[config.mk]
export PLATFORM = sky130hd
export DESIGN_NAME = tlx_lane_trainer
export DESIGN_NICKNAME = d
export VERILOG_FILES = /design/src/rtl/tlx_lane_trainer.sv
export SDC_FILE = /design/constraint.sdc
export NUM_CORES = 1
export LEC_CHECK = 0
export ABC_AREA = 1
export CAP_MARGIN = 10
export CORE_MARGIN = 4
export CORE_UTILIZATION = 57
export CTS_CLUSTER_SIZE = 25
export DETAILED_ROUTE_END_ITERATION = 8
export GPL_TIMING_DRIVEN = 0
export PLACE_DENSITY_LB_ADDON = 0.05
export SYNTH_ARGS = -nofsm -noshare
export SYNTH_HDL_FRONTEND = slang
export SYNTH_SLANG_ARGS = --single-unit
[constraint.sdc]
create_clock -name TLX_CLK -period 3.95 [get_ports TLX_CLK]
set_clock_uncertainty 0.1 [all_clocks]
set_input_delay 0.79 -clock TLX_CLK [delete_from_list [all_inputs] [get_ports TLX_CLK]]
set_output_delay 0.79 -clock TLX_CLK [all_outputs]
set_load 0.005 [all_outputs]
[src/rtl/tlx_lane_trainer.sv]
// -----------------------------------------------------------------------------
// tlx_lane_trainer
//
// TLX lane training engine. Drives a training pattern (PRBS7 or alternating
// 0/1) on NUM_TX forward lanes, muxed with registered functional data when no
// run is active. Checks NUM_RX reverse lanes with self-synchronising checkers
// and reports per-lane saturating error counts, lock status, a sticky DONE
// flag and a one-cycle completion interrupt.
//
// A run steps through IDLE -> SYNC (7 cycles) -> CHECK (RUN_LEN cycles) -> FIN.
// During SYNC the checkers only fill their receive history. Errors are counted
// only during CHECK.
//
// Ports:
//   TLX_CLK    in   clock
//   TLX_RESET  in   asynchronous active-high reset
//   MODE       in   00 bypass, 01 PRBS7, 10 alternating, 11 treated as bypass
//   START      in   single-cycle run request, accepted only in IDLE
//   RUN_LEN    in   number of CHECK cycles, latched with START
//   TX_IN      in   functional forward-lane data
//   TX_OUT     out  registered forward-lane data to the pads
//   RX_IN      in   reverse-lane bits
//   BUSY       out  run in progress
//   DONE       out  sticky: a run has completed since the last accepted START
//   LOCKED     out  per-lane pass result, updated in FIN
//   ERR_CNT    out  per-lane error counters, lane i at [i*CNT_W +: CNT_W]
//   TLX_INT    out  one-cycle completion pulse
// -----------------------------------------------------------------------------
module tlx_lane_trainer #(
  parameter int         NUM_TX = 3,
  parameter int         NUM_RX = 3,
  parameter int         CNT_W  = 16,
  parameter logic [6:0] SEED   = 7'h7F
) (
  input  logic                    TLX_CLK,
  input  logic                    TLX_RESET,
  input  logic [1:0]              MODE,
  input  logic                    START,
  input  logic [CNT_W-1:0]        RUN_LEN,
  input  logic [NUM_TX-1:0]       TX_IN,
  output logic [NUM_TX-1:0]       TX_OUT,
  input  logic [NUM_RX-1:0]       RX_IN,
  output logic                    BUSY,
  output logic                    DONE,
  output logic [NUM_RX-1:0]       LOCKED,
  output logic [NUM_RX*CNT_W-1:0] ERR_CNT,
  output logic                    TLX_INT
);

  typedef enum logic [1:0] {
    ST_IDLE  = 2'd0,
    ST_SYNC  = 2'd1,
    ST_CHECK = 2'd2,
    ST_FIN   = 2'd3
  } state_t;

  // Saturating increment for the error counters.
  function automatic logic [CNT_W-1:0] sat_inc(input logic [CNT_W-1:0] v);
    return (v == {CNT_W{1'b1}}) ? v : v + CNT_W'(1);
  endfunction

  state_t             state_q, state_d;
  logic [2:0]         sync_cnt_q, sync_cnt_d;
  logic [CNT_W-1:0]   chk_cnt_q, chk_cnt_d;
  logic [CNT_W-1:0]   run_len_q, run_len_d;
  logic               alt_mode_q, alt_mode_d;
  logic [6:0]         lfsr_q, lfsr_d;
  logic               alt_bit_q, alt_bit_d;
  logic [CNT_W-1:0]   err_cnt_q [NUM_RX];
  logic [CNT_W-1:0]   err_cnt_d [NUM_RX];
  logic [NUM_RX-1:0]  trans_q, trans_d;
  logic [NUM_RX-1:0]  locked_q, locked_d;
  logic               done_q, done_d;
  logic               int_q, int_d;
  logic               busy_q, busy_d;
  logic [NUM_TX-1:0]  tx_out_q, tx_out_d;
  logic [6:0]         hist_q [NUM_RX];
  logic [6:0]         hist_d [NUM_RX];

  logic               active;
  logic               fb;
  logic               gen_bit;
  logic [NUM_RX-1:0]  lane_err;

  // Per-lane checker decision. PRBS: the received bit must equal the PRBS7
  // recurrence over the history (odd lanes carry the inverted stream).
  // Alternating: the received bit must differ from the previous one.
  always_comb begin
    lane_err = '0;
    for (int i = 0; i < NUM_RX; i++) begin
      if (alt_mode_q) begin
        lane_err[i] = (RX_IN[i] == hist_q[i][0]);
      end else begin
        lane_err[i] = RX_IN[i] ^ hist_q[i][6] ^ hist_q[i][5] ^ i[0];
      end
    end
  end

  always_comb begin
    state_d    = state_q;
    sync_cnt_d = sync_cnt_q;
    chk_cnt_d  = chk_cnt_q;
    run_len_d  = run_len_q;
    alt_mode_d = alt_mode_q;
    lfsr_d     = lfsr_q;
    alt_bit_d  = alt_bit_q;
    err_cnt_d  = err_cnt_q;
    trans_d    = trans_q;
    locked_d   = locked_q;
    done_d     = done_q;
    int_d      = 1'b0;
    busy_d     = 1'b0;
    tx_out_d   = TX_IN;
    hist_d     = hist_q;
    active     = 1'b0;
    fb         = lfsr_q[6] ^ lfsr_q[5];
    gen_bit    = alt_mode_q ? alt_bit_q : fb;

    case (state_q)
      ST_IDLE: begin
        if (START && (MODE == 2'b01 || MODE == 2'b10)) begin
          state_d    = ST_SYNC;
          sync_cnt_d = '0;
          chk_cnt_d  = '0;
          run_len_d  = RUN_LEN;
          alt_mode_d = (MODE == 2'b10);
          lfsr_d     = SEED;
          alt_bit_d  = 1'b0;
          err_cnt_d  = '{default: '0};
          trans_d    = '0;
          locked_d   = '0;
          done_d     = 1'b0;
        end
      end
      ST_SYNC: begin
        active     = 1'b1;
        sync_cnt_d = sync_cnt_q + 3'd1;
        if (sync_cnt_q == 3'd6) begin
          chk_cnt_d = '0;
          state_d   = (run_len_q == '0) ? ST_FIN : ST_CHECK;
        end
      end
      ST_CHECK: begin
        active    = 1'b1;
        chk_cnt_d = chk_cnt_q + CNT_W'(1);
        if (chk_cnt_q == run_len_q - CNT_W'(1)) begin
          state_d = ST_FIN;
        end
      end
      ST_FIN: begin
        state_d = ST_IDLE;
        done_d  = 1'b1;
        int_d   = 1'b1;
        // A lane passes only with zero errors and at least one transition,
        // so a lane stuck at a constant level never reports lock.
        for (int i = 0; i < NUM_RX; i++) begin
          locked_d[i] = (err_cnt_q[i] == '0) && trans_q[i];
        end
      end
      default: state_d = ST_IDLE;
    endcase

    if (active) begin
      busy_d    = 1'b1;
      lfsr_d    = {lfsr_q[5:0], fb};
      alt_bit_d = ~alt_bit_q;
      for (int i = 0; i < NUM_TX; i++) begin
        tx_out_d[i] = gen_bit ^ i[0];
      end
      for (int i = 0; i < NUM_RX; i++) begin
        hist_d[i] = {hist_q[i][5:0], RX_IN[i]};
        if (state_q == ST_CHECK) begin
          if (lane_err[i]) begin
            err_cnt_d[i] = sat_inc(err_cnt_q[i]);
          end
          if (RX_IN[i] != hist_q[i][0]) begin
            trans_d[i] = 1'b1;
          end
        end
      end
    end
  end

  always_ff @(posedge TLX_CLK or posedge TLX_RESET) begin
    if (TLX_RESET) begin
      state_q    <= ST_IDLE;
      sync_cnt_q <= '0;
      chk_cnt_q  <= '0;
      run_len_q  <= '0;
      alt_mode_q <= 1'b0;
      lfsr_q     <= SEED;
      alt_bit_q  <= 1'b0;
      err_cnt_q  <= '{default: '0};
      trans_q    <= '0;
      locked_q   <= '0;
      done_q     <= 1'b0;
      int_q      <= 1'b0;
      busy_q     <= 1'b0;
      tx_out_q   <= '0;
    end else begin
      state_q    <= state_d;
      sync_cnt_q <= sync_cnt_d;
      chk_cnt_q  <= chk_cnt_d;
      run_len_q  <= run_len_d;
      alt_mode_q <= alt_mode_d;
      lfsr_q     <= lfsr_d;
      alt_bit_q  <= alt_bit_d;
      err_cnt_q  <= err_cnt_d;
      trans_q    <= trans_d;
      locked_q   <= locked_d;
      done_q     <= done_d;
      int_q      <= int_d;
      busy_q     <= busy_d;
      tx_out_q   <= tx_out_d;
    end
  end

  // Receive history is pure data: SYNC refills all 7 bits before it is used.
  always_ff @(posedge TLX_CLK) begin
    hist_q <= hist_d;
  end

  always_comb begin
    ERR_CNT = '0;
    for (int i = 0; i < NUM_RX; i++) begin
      ERR_CNT[i*CNT_W +: CNT_W] = err_cnt_q[i];
    end
  end

  assign TX_OUT  = tx_out_q;
  assign BUSY    = busy_q;
  assign DONE    = done_q;
  assign LOCKED  = locked_q;
  assign TLX_INT = int_q;

endmodule
==> results.cfg <==
[outcome]
status = finished, final reports clean

[floorplanning]
chipHeight_um = 120
fp.dieW_um = 120
core_um2 = 12100
initial_utilization = 0.587
die_area_um2 = 14300
rows = 40
ios = 84

[sta]
setup_viol = 0
rsz0062_at_grt = false
finalMaxSlewViolations = 0
tns_ns = 0
tightest_slew_ns = 0.964
hold_viol = 0
finalCritPeriodShare = 0.821
slew_headroom = 0.357
fin_ws_ns = 0.708
period_minus_slack_ns = 3.24
fmax_mhz = 308

[yosys]
synth-xor-area-share = 0.0222
muxShareOfSynthArea = 0
synth_edf_count = 21
yosysSeqAreaShare = 0.463
syn-num-nets = 914
synthAdderAreaFrac = 0.0281
synth-async-reset-ratio = 0.835
synth_ff_type = dfrtp_1
syn_inst = 871
ys_ff_latch = 127
yosysWarnings = 0
avgSynthCellArea_um2 = 8.17
synth_compound_area_frac = 0.110
ys_types = 54
netlist_area_um2 = 7120
synth-simple-area-share = 0.305
synth_top_family_by_area = simple AND/OR/NAND/NOR gates

[clock_tree]
cts_max_level = 4
cts_root_buffer = clkbuf_16
clkTransAtPathRegs_ns = 0.05
clock_sinks = 127
cts_tree = yes
post_cts_buffers = 0
clockBufferDepth = 2
cts_resized = 0
clock_latency_ns = 0.41
cts_buffers = 17
cts_hold_buf = 0

[worst_setup_path]
r2r_cells = 9
r2r-start = state_q[0]$_DFFE_PP0P_
arrival_ns = 3.44
rrSetupSlack_ns = 0.71
rr_endpoint = ERR_CNT[26]$_DFFE_PP0P_
path_class = reg -> reg
timing.critical_path.buf_inv = 1
crit_path_frequent_cell = nor3_1
cp_max_fo = 27
cp-start-kind = register
cp.required_ns = 4.14
cp-end-kind = register
cp_cell_sequence = inv_1, ha_1, nand2_2, nor3_1, nand3_1, nor3_1, o21ai_0, nand2_1, o21ai_1
slowest_delay_ns = 0.94
cp_top_family = simple AND/OR/NAND/NOR gates
slowest_stage = ha_1

[hold_path]
hold_start = hist_q[16]$_DFFE_PN_
holdCritPathClass = reg -> reg
min_path_cells = 0
min_to = hist_q[17]$_DFFE_PN_

[routing]
first_pass_iters = 5
drc = 0
vias_per_cell = 5.44
drt_wl_total_um = 17200
ant_nets = 0
drt_first_iter_violations = 439
wl_per_cell_um = 14.9
vias = 6279

[finish]
nFillCells = 955
syn2layout_area_growth_pct = 23.4
diodes = 0
final_nets = 1017
drive_gt1_frac = 0.127
final_cells = 1155

[power]
power.density_nw_per_um2 = 747
peakVddDrop_uv = 433
intPower_mw = 3.95
power.switching_mw = 2.60
p_leak_nw = 3.96
switching_share = 0.397
power_frac_comb = 0.407
clock_power_share = 0.242
seq_power_share = 0.350

[global_routing]
grt-ovfl-total = 0
grt_start_max_net_pins = 65
grt_usage = 0.249
antenna_found_initial = 0
grt_pass1_wl_um = 29000
grt_pass1_vias = 6189

[place]
pre_cts_slack_ns = 0.441
placed_cells = 1123
port_buffers = 83
gp_congestion = 0.922
dp_hpwl_um = 12700

[job]
max_cap_violations = 0
synth_stat cells, types with 6 or more instances:
cell | number | area share
nand2_1 | 209 | 0.11
inv_1 | 105 | 0.055
dfrtp_1 | 99 | 0.35
nor2_1 | 69 | 0.036
nand3_1 | 68 | 0.048
o21ai_0 | 50 | 0.035
a21oi_1 | 27 | 0.019
edfxtp_1 | 21 | 0.089
o21ai_1 | 19 | 0.013
ha_1 | 16 | 0.028
inv_2 | 15 | 0.0079
nor3_1 | 15 | 0.011
nand2_2 | 14 | 0.012
nor2_2 | 14 | 0.012
nand4_1 | 11 | 0.0097
xnor2_1 | 11 | 0.014
o211ai_1 | 8 | 0.0084
a22oi_1 | 7 | 0.0074
dfstp_2 | 7 | 0.026
xor2_1 | 7 | 0.0086
nor2_4 | 6 | 0.0095
nor4_1 | 6 | 0.0053
worst max path at each step:
stage,depth (start not counted),slack [ns],from,end
3_3_place_gp,2,-1.38,TLX_RESET,run_len_q[3]$_DFFE_PP0P_
5_1_grt,9,0.37,state_q[0]$_DFFE_PP0P_,ERR_CNT[23]$_DFFE_PP0P_
3_5_place_dp,9,0.44,MODE[0],run_len_q[1]$_DFFE_PP0P_
2_1_floorplan,1,0.28,TLX_RESET,BUSY$_DFF_PP0_
6_report,9,0.71,state_q[0]$_DFFE_PP0P_,ERR_CNT[26]$_DFFE_PP0P_
4_1_cts,9,0.66,state_q[0]$_DFFE_PP0P_,ERR_CNT[23]$_DFFE_PP0P_
cell families after synthesis:
logic type / Yosys count
and+or+nand+nor: 444
buffers and inverters: 131
adders and majority gates: 16
xor gates and xnor gates: 18
AOI/OAI and AO/OA: 135
DFF: 127
placed cells by master (no fill, tap or decap), types with 3 or more instances in the layout:
| cell | instances |
|---|---|
| edfxtp_1 | 21 |
| dfrtp_1 | 99 |
| ha_1 | 16 |
| nor4_1 | 6 |
| nor3_2 | 4 |
| nor3_1 | 15 |
| nand2_2 | 14 |
| clkdlybuf4s50_1 | 83 |
| nand4_1 | 11 |
| nor2_4 | 6 |
| nand3_1 | 68 |
| nand4_2 | 4 |
| buf_2 | 3 |
| clkbuf_1 | 6 |
| o211ai_1 | 8 |
| inv_1 | 104 |
| nand2_1 | 209 |
| a22oi_1 | 7 |
| xnor2_1 | 11 |
| inv_2 | 15 |
| clkinv_2 | 4 |
| clkinvlp_4 | 4 |
| nor3_4 | 3 |
| o31ai_1 | 3 |
| o21ai_1 | 19 |
| clkbuf_16 | 17 |
| nor2_2 | 14 |
| bufinv_16 | 3 |
| nand3b_1 | 3 |
| o21ai_0 | 50 |
| a21oi_1 | 27 |
| nor2_1 | 69 |
| o21a_1 | 4 |
| o21ai_2 | 4 |
| dfstp_2 | 7 |
| o22ai_1 | 4 |
| xor2_1 | 7 |
cell type report:
cell class,count,area (um2),share of cell area
Tap cell,168,210,0.0239
Buffer,10,60.1,0.00684
Inverter,121,457,0.0520
Clock buffer,21,460,0.0524
Multi-Input combinational cell,613,3310,0.377
Sequential cell,127,3290,0.375
Clock inverter,11,140,0.0160
Timing Repair Buffer,84,851,0.0969
state kept, by name (all words and copies together), names as in the netlist:
signal and flops:
BUSY 1, DONE 1, ERR_CNT 48, LOCKED 3
TLX_INT 1, TX_OUT 3, alt_bit_q 1, alt_mode_q 1
chk_cnt_q 16, hist_q 21, lfsr_q 7, run_len_q 16
state_q 2, sync_cnt_q 3, trans_q 3
per-stage QoR:
| stage | hold slack [ns] | cell area [um2] | util | power (mW) |
|---|---|---|---|---|
| 5_1_grt | 0.325 | 8780 | 0.725 | 7.02 |
| 3_5_place_dp | 0.305 | 8180 | 0.675 | 4.98 |
| 2_1_floorplan | 0.300 | 7120 | - | 4.01 |
| 3_3_place_gp | 0.306 | 8160 | 0.673 | 4.87 |
| 4_1_cts | 0.317 | 8780 | 0.725 | 6.58 |
| 6_report | 0.316 | 8780 | 0.725 | 6.56 |
power by group through the flow:
stage	sequential, mW	combinational, mW	clock [mW]
finish	2.30	2.67	1.59
global route	2.36	2.99	1.67
CTS	2.29	2.69	1.60
detailed placement	2.31	2.67	0
global placement	2.29	2.58	0
floorplan	2.23	1.78	0
routing by layer:
layer	vias to the layer above	global-route usage	share of wire
met5	-	0	0
met4	0	0.111	0.031
met3	45	0.0462	0.042
met2	177	0.429	0.50
met1	2984	0.304	0.42
li1	3073	-	-
No activity file was read; power rests on OpenSTA's default activity.
